[src/rtl/fib_arbiter.sv]
// -----------------------------------------------------------------------------
// fib_arbiter
//
// Shares a single Fibonacci core among NUM_PORTS requesters. Each requester has
// a valid/ready request channel carrying a signed 32-bit n and a one-deep
// buffered valid/ready response channel carrying the signed 64-bit result.
// One computation is in flight at a time. Ports are served round-robin,
// starting the scan one past the most recently granted port. A port whose
// previous response has not been taken yet is skipped, so a stalled consumer
// cannot hold up the other ports.
//
// Ports:
//   clk           system clock
//   reset         asynchronous, active-high reset
//   s_req_valid   per-port request valid
//   s_req_ready   per-port request accept (one-hot or zero, only in IDLE)
//   s_req_n       per-port signed n, port p at [32p+31:32p]
//   s_rsp_valid   per-port result valid (registered)
//   s_rsp_ready   per-port result accept
//   s_rsp_return  per-port signed result, port p at [64p+63:64p]
//   fib_n         argument to the core (always the latched request)
//   fib_req       one-cycle start pulse to the core
//   fib_busy      core busy; high after the core's own reset until it is idle
//   fib_return    core result, valid once fib_busy falls
//   grant         index of the port owning the core, 0 when idle
// -----------------------------------------------------------------------------
module fib_arbiter #(
  parameter int NUM_PORTS = 4
) (
  input  logic                      clk,
  input  logic                      reset,
  input  logic [NUM_PORTS-1:0]      s_req_valid,
  output logic [NUM_PORTS-1:0]      s_req_ready,
  input  logic [NUM_PORTS*32-1:0]   s_req_n,
  output logic [NUM_PORTS-1:0]      s_rsp_valid,
  input  logic [NUM_PORTS-1:0]      s_rsp_ready,
  output logic [NUM_PORTS*64-1:0]   s_rsp_return,
  output logic signed [31:0]        fib_n,
  output logic                      fib_req,
  input  logic                      fib_busy,
  input  logic signed [63:0]        fib_return,
  output logic [3:0]                grant
);

  typedef enum logic [1:0] {
    IDLE,
    ISSUE,
    WAIT_START,
    WAIT_DONE
  } state_t;

  state_t             state;
  state_t             state_nxt;

  logic signed [31:0] n_reg;
  logic [3:0]         last_grant;
  logic [63:0]        rsp_data [NUM_PORTS];

  logic [NUM_PORTS-1:0] eligible;
  logic                 pick_found;
  logic [3:0]           pick_idx;
  logic signed [31:0]   pick_n;
  int                   pick_dist;
  int                   pick_best;

  logic                 accept;
  logic                 done;

  // A port with an unread response is not eligible. Using the registered
  // s_rsp_valid here means a slot being drained this cycle is never re-granted
  // in the same cycle.
  assign eligible = s_req_valid & ~s_rsp_valid;

  // ---------------------------------------------------------------------------
  // Round-robin pick. Each eligible port gets a distance from the start of the
  // scan (last_grant + 1, wrapping); the smallest distance wins. Working with
  // distances keeps every array and vector index a loop constant.
  // ---------------------------------------------------------------------------
  // NOTE: every variable written in an always_comb gets a default before any
  // conditional assignment; a path that leaves one unassigned infers a latch.
  always_comb begin
    pick_found = 1'b0;
    pick_idx   = '0;
    pick_best  = NUM_PORTS;
    pick_dist  = 0;
    for (int p = 0; p < NUM_PORTS; p++) begin
      pick_dist = p + NUM_PORTS - 1 - int'(last_grant);
      if (pick_dist >= NUM_PORTS) begin
        pick_dist = pick_dist - NUM_PORTS;
      end
      if (eligible[p] && (pick_dist < pick_best)) begin
        pick_best  = pick_dist;
        pick_found = 1'b1;
        pick_idx   = 4'(p);
      end
    end
  end

  // Argument of the winning port.
  always_comb begin
    pick_n = '0;
    for (int p = 0; p < NUM_PORTS; p++) begin
      if (pick_idx == 4'(p)) begin
        pick_n = s_req_n[32*p +: 32];
      end
    end
  end

  // A new job only starts when the core reports idle; this also keeps the
  // arbiter parked after reset until the core has finished its own reset.
  assign accept = (state == IDLE) && !fib_busy && pick_found;
  assign done   = (state == WAIT_DONE) && !fib_busy;

  // ---------------------------------------------------------------------------
  // Control FSM
  // ---------------------------------------------------------------------------
  // NOTE: sequential state is updated with non-blocking assignments so every
  // flop samples the pre-edge values regardless of process ordering.
  always_ff @(posedge clk or posedge reset) begin
    if (reset) begin
      state <= IDLE;
    end else begin
      state <= state_nxt;
    end
  end

  always_comb begin
    state_nxt = state;
    case (state)
      IDLE:       if (accept)    state_nxt = ISSUE;
      ISSUE:                     state_nxt = WAIT_START;
      // The core raises busy the cycle after the start pulse; wait for it so
      // the done check cannot see the pre-start idle level.
      WAIT_START: if (fib_busy)  state_nxt = WAIT_DONE;
      WAIT_DONE:  if (!fib_busy) state_nxt = IDLE;
      default:                   state_nxt = IDLE;
    endcase
  end

  assign fib_req = (state == ISSUE);
  assign fib_n   = n_reg;

  always_comb begin
    s_req_ready = '0;
    for (int p = 0; p < NUM_PORTS; p++) begin
      s_req_ready[p] = accept && (pick_idx == 4'(p));
    end
  end

  // ---------------------------------------------------------------------------
  // Request latch, grant bookkeeping and response slots
  // ---------------------------------------------------------------------------
  // NOTE: the response slots are an array but are still reset, because their
  // contents are visible on s_rsp_return and must read zero out of reset.
  always_ff @(posedge clk or posedge reset) begin
    if (reset) begin
      n_reg       <= '0;
      grant       <= '0;
      last_grant  <= 4'(NUM_PORTS - 1);
      s_rsp_valid <= '0;
      for (int p = 0; p < NUM_PORTS; p++) begin
        rsp_data[p] <= '0;
      end
    end else begin
      if (accept) begin
        n_reg      <= pick_n;
        grant      <= pick_idx;
        last_grant <= pick_idx;
      end
      if (done) begin
        grant <= '0;
      end
      for (int p = 0; p < NUM_PORTS; p++) begin
        if (s_rsp_valid[p] && s_rsp_ready[p]) begin
          s_rsp_valid[p] <= 1'b0;
        end
        // The owner had no pending response when granted, so a completion
        // never collides with a drain on the same slot.
        if (done && (grant == 4'(p))) begin
          s_rsp_valid[p] <= 1'b1;
          rsp_data[p]    <= fib_return;
        end
      end
    end
  end

  for (genvar gp = 0; gp < NUM_PORTS; gp++) begin : g_rsp_out
    assign s_rsp_return[64*gp +: 64] = rsp_data[gp];
  end

endmodule
[config.mk]
export PLATFORM = sky130hd
export DESIGN_NAME = fib_arbiter
export DESIGN_NICKNAME = d
export VERILOG_FILES = /design/src/rtl/fib_arbiter.sv
export SDC_FILE = /design/constraint.sdc
export NUM_CORES = 1
export LEC_CHECK = 0
export ABC_AREA = 1
export CORE_AREA = 2 2 199 201
export DETAILED_ROUTE_END_ITERATION = 8
export DIE_AREA = 0 0 201 203
export GPL_ROUTABILITY_DRIVEN = 0
export PLACE_DENSITY = 0.71
export SLEW_MARGIN = 30
export SYNTH_ARGS = -nofsm -noshare
export SYNTH_HDL_FRONTEND = slang
export SYNTH_SLANG_ARGS = --single-unit
[constraint.sdc]
create_clock -name clk -period 11.19 [get_ports clk]
set_input_delay 2.238 -clock clk [delete_from_list [all_inputs] [get_ports clk]]
set_output_delay 2.238 -clock clk [all_outputs]
set_load 0.005 [all_outputs]
==> metrics.cfg <==
[run_status]
status = finished clean

[global_routing]
grtUsageTotal_pct = 20.8
grt_pass1_wl_um = 66900
largest_net_degree_at_the_start_of_global_routing = 119
antenna_found_initial = 0
grt_overflow = 0
via_count_of_the_first_global_routing_pass = 11500

[synthesis]
synth_area_um2 = 12500
fraction_of_the_yosys_area_taken_by_sequential_cells_pct = 59.9
post_synth.cell_area_avg_um2 = 8.81
synth_area_leaders = dfrtp_1 59%, nand2_1 11%, o21ai_0 11%
synth_seq_cells = 298
yosysTopAreaCellShare_pct = 59.5
synth_area_leader_cell = dfrtp_1
number_of_standard_cells_after_synthesis = 1414
yosys_warnings = 0
netlist-cell-type-count = 27

[floorplanning]
dieArea_um2 = 40800
die_height_um = 203
num_io_pins = 504
design.core.area_um2 = 38500
floorplan.die.width_um = 201
placementRows = 72
floorplan.initialDensity_pct = 32.4

[sta]
final_hold_viol_count = 0
slew_violations = 0
rsz_0062_raised_after_global_routing = no
timing.fmax_mhz = 94.2
final.min_clock_period_ps = 10620
timing_worst_slew_pin_value_ps = 840
setup_tns_ps = 0
post-route-worst-setup-slack_ps = 573
final.period_utilization_pct = 94.9
worst_setup_skew_after_layout_ps = 16.9
timing.final.setup_violations = 0
max_slew_margin_pct = 44.0

[power_and_ir_drop]
power.density_nw_per_um2 = 276
peakVddDrop_v = 0.000155
total_leakage_power_nw = 8.94

[clock_tree]
clock_tree_from_tritoncts = done
tritoncts.num_buffers = 35
path_clk_slew_ps = 50
clock_path_buffers = 3
cts_root_buffer = clkbuf_16
cts_sinks = 298
clock_latency_ps = 540
htree_num_levels = 2

[final_layout]
layout.area.seq_um2 = 7460
antenna_cells = 0
fillers = 3559
design_area_um2 = 19000
finalNetCount = 2098
post_route_cells_drive_above_1_share_pct = 4.42
multi_input_gate_area_in_the_final_layout_um2 = 4160
signed_area_change_from_the_synthesized_netlist_to_the_final_layout_pct = 52.5

[detailed_routing]
wire_per_inst_um = 17.7
wirelength_um = 42900
drc = 0
remaining_antenna_violation_count = 0
route.vias.total = 11300
avgViaCountPerCell = 4.66
drtIter0Drc = 511
drt_pass1_iterations = 5

[placement]
dpl_cell_area_um2 = 17900
portBuffers = 501
place.detailed.hpwl_um = 30800
post-place-ws_ps = 376

[worst_setup_path]
critical_path.most_common_cell = nand2_1
worst_ep_required_time_ps = 8950
crit_path_start_kind = primary input
slack_of_the_worst_reg_to_reg_path_ps = 5130
crit_end_element = output pin
timing.critical_path.slowest_stage_cell = clkdlybuf4s50_1
timing.reg2reg.worst_path_depth = 30
kind_of_critical_path = primary input to output pin
worstPathMaxFanout = 54
cp.arrival_ps = 8380
crit_path_max_incr_delay_ps = 520
r2r_end = grant[0]
setup.worst_path.start = s_req_valid[0]
r2r-start = last_grant[1]

[worst_hold_path]
worstHoldEndpoint = s_rsp_return[115]
worst_hold_path.num_cells = 2
holdCritStartpoint = s_rsp_return[115]
hp-class = flip-flop to flip-flop

[run]
max-cap-violations = 0

-- critical path: cells and delay by family --
family | cells | cell delay [ps]
simple gates | 18 | 2560
compound gates | 3 | 670
fa+ha+maj | 3 | 1010
buf+inv | 7 | 1910
-- per-layer routing --
layer	up-vias	wire [um]	global-route usage [%]
met5	-	0	0
met4	0	1380	7.49
met3	82	3400	6.23
met2	454	21000	35.3
met1	5320	17200	25.0
li1	5428	-	-
-- sequential cells by signal (all words and copies together), names as in the netlist --
signal,flops
fib_n,32
grant,2
last_grant,2
s_rsp_return,256
s_rsp_valid,4
state,2
-- how the worst max path moves through the flow --
stage	to	slack (ps)
final	s_req_ready[1]	570
after global routing	s_req_ready[1]	50
after CTS	s_req_ready[1]	370
after detailed placement	s_req_ready[1]	380
after global placement	s_req_ready[1]	720
after floorplan	fib_n[0]	720
-- Yosys cell counts, drive strengths merged --
master and instances:
a21boi 1, dfrtp 296, dfstp 2, nor3 3
a22o 1, o211a 1, ha 17, clkinv 1
clkbuf 62, nand2 391, inv 133, o21bai 1
a21oi 33, conb 1, nor2 92, nand3 56
buf 23, nand4 9, o21ai 291
-- where the power goes --
| part | internal [mW] | switching (mW) |
|---|---|---|
| registers | 1.55 | 0.281 |
| logic | 1.20 | 1.11 |
| clock network | 0.663 | 0.447 |
-- placed cells by master (no fill, tap or decap) --
cell type        instances
bufinv_16                1
inv_6                    1
nand3_1                 51
clkinv_2                 7
nand3_2                  1
nand4_1                  9
a22o_1                   1
nand2_4                  5
inv_8                    1
buf_4                   10
nor2_1                  90
inv_1                  132
dfrtp_1                296
nor2_2                   2
o21bai_1                 1
ha_1                    17
nand3_4                  4
clkbuf_8                 5
inv_16                   1
o21ai_1                 22
dfstp_2                  2
o21ai_0                269
conb_1                   2
clkdlybuf4s50_1        501
clkbuf_1                 9
a21oi_1                 33
nand2_1                380
o211a_1                  1
nand2_2                  6
a21boi_4                 1
clkbuf_16               37
nor3_1                   3
-- logic make-up after synthesis --
logic type	share of synthesized area (%)
DFF	59.9
AOI/OAI and AO/OA	13.4
and+or+nand+nor	17.8
buffers and inverters	7.11
adders and majority gates	1.71
other	0.0301
-- final cells by class --
class / count / area share, %
multi-input cells: 898 / 21.9
clock inverters: 9 / 0.468
well taps: 518 / 3.41
flip-flops and latches: 298 / 39.3
clock buffers: 51 / 5.42
inverters: 134 / 2.69
repair buffers: 511 / 26.8
-- per-stage QoR --
| step | cells | hold WS [ps] | power [mW] | utilization, % |
|---|---|---|---|---|
| after global routing | 2419 | 501 | 5.62 | 49.4 |
| after floorplan | 1415 | 472 | 2.81 | - |
| after CTS | 2419 | 486 | 5.30 | 49.4 |
| after global placement | 2359 | 464 | 4.08 | 46.5 |
| final | 2419 | 481 | 5.25 | 49.4 |
| after detailed placement | 2359 | 472 | 4.15 | 46.5 |
-- repair_timing --
item	4_1_cts	5_1_grt
setup buffers	0	0
resized for setup	0	1
endpoints found under the setup margin	0	1
hold buffers	0	0
No activity file was read; power rests on OpenSTA's default activity.
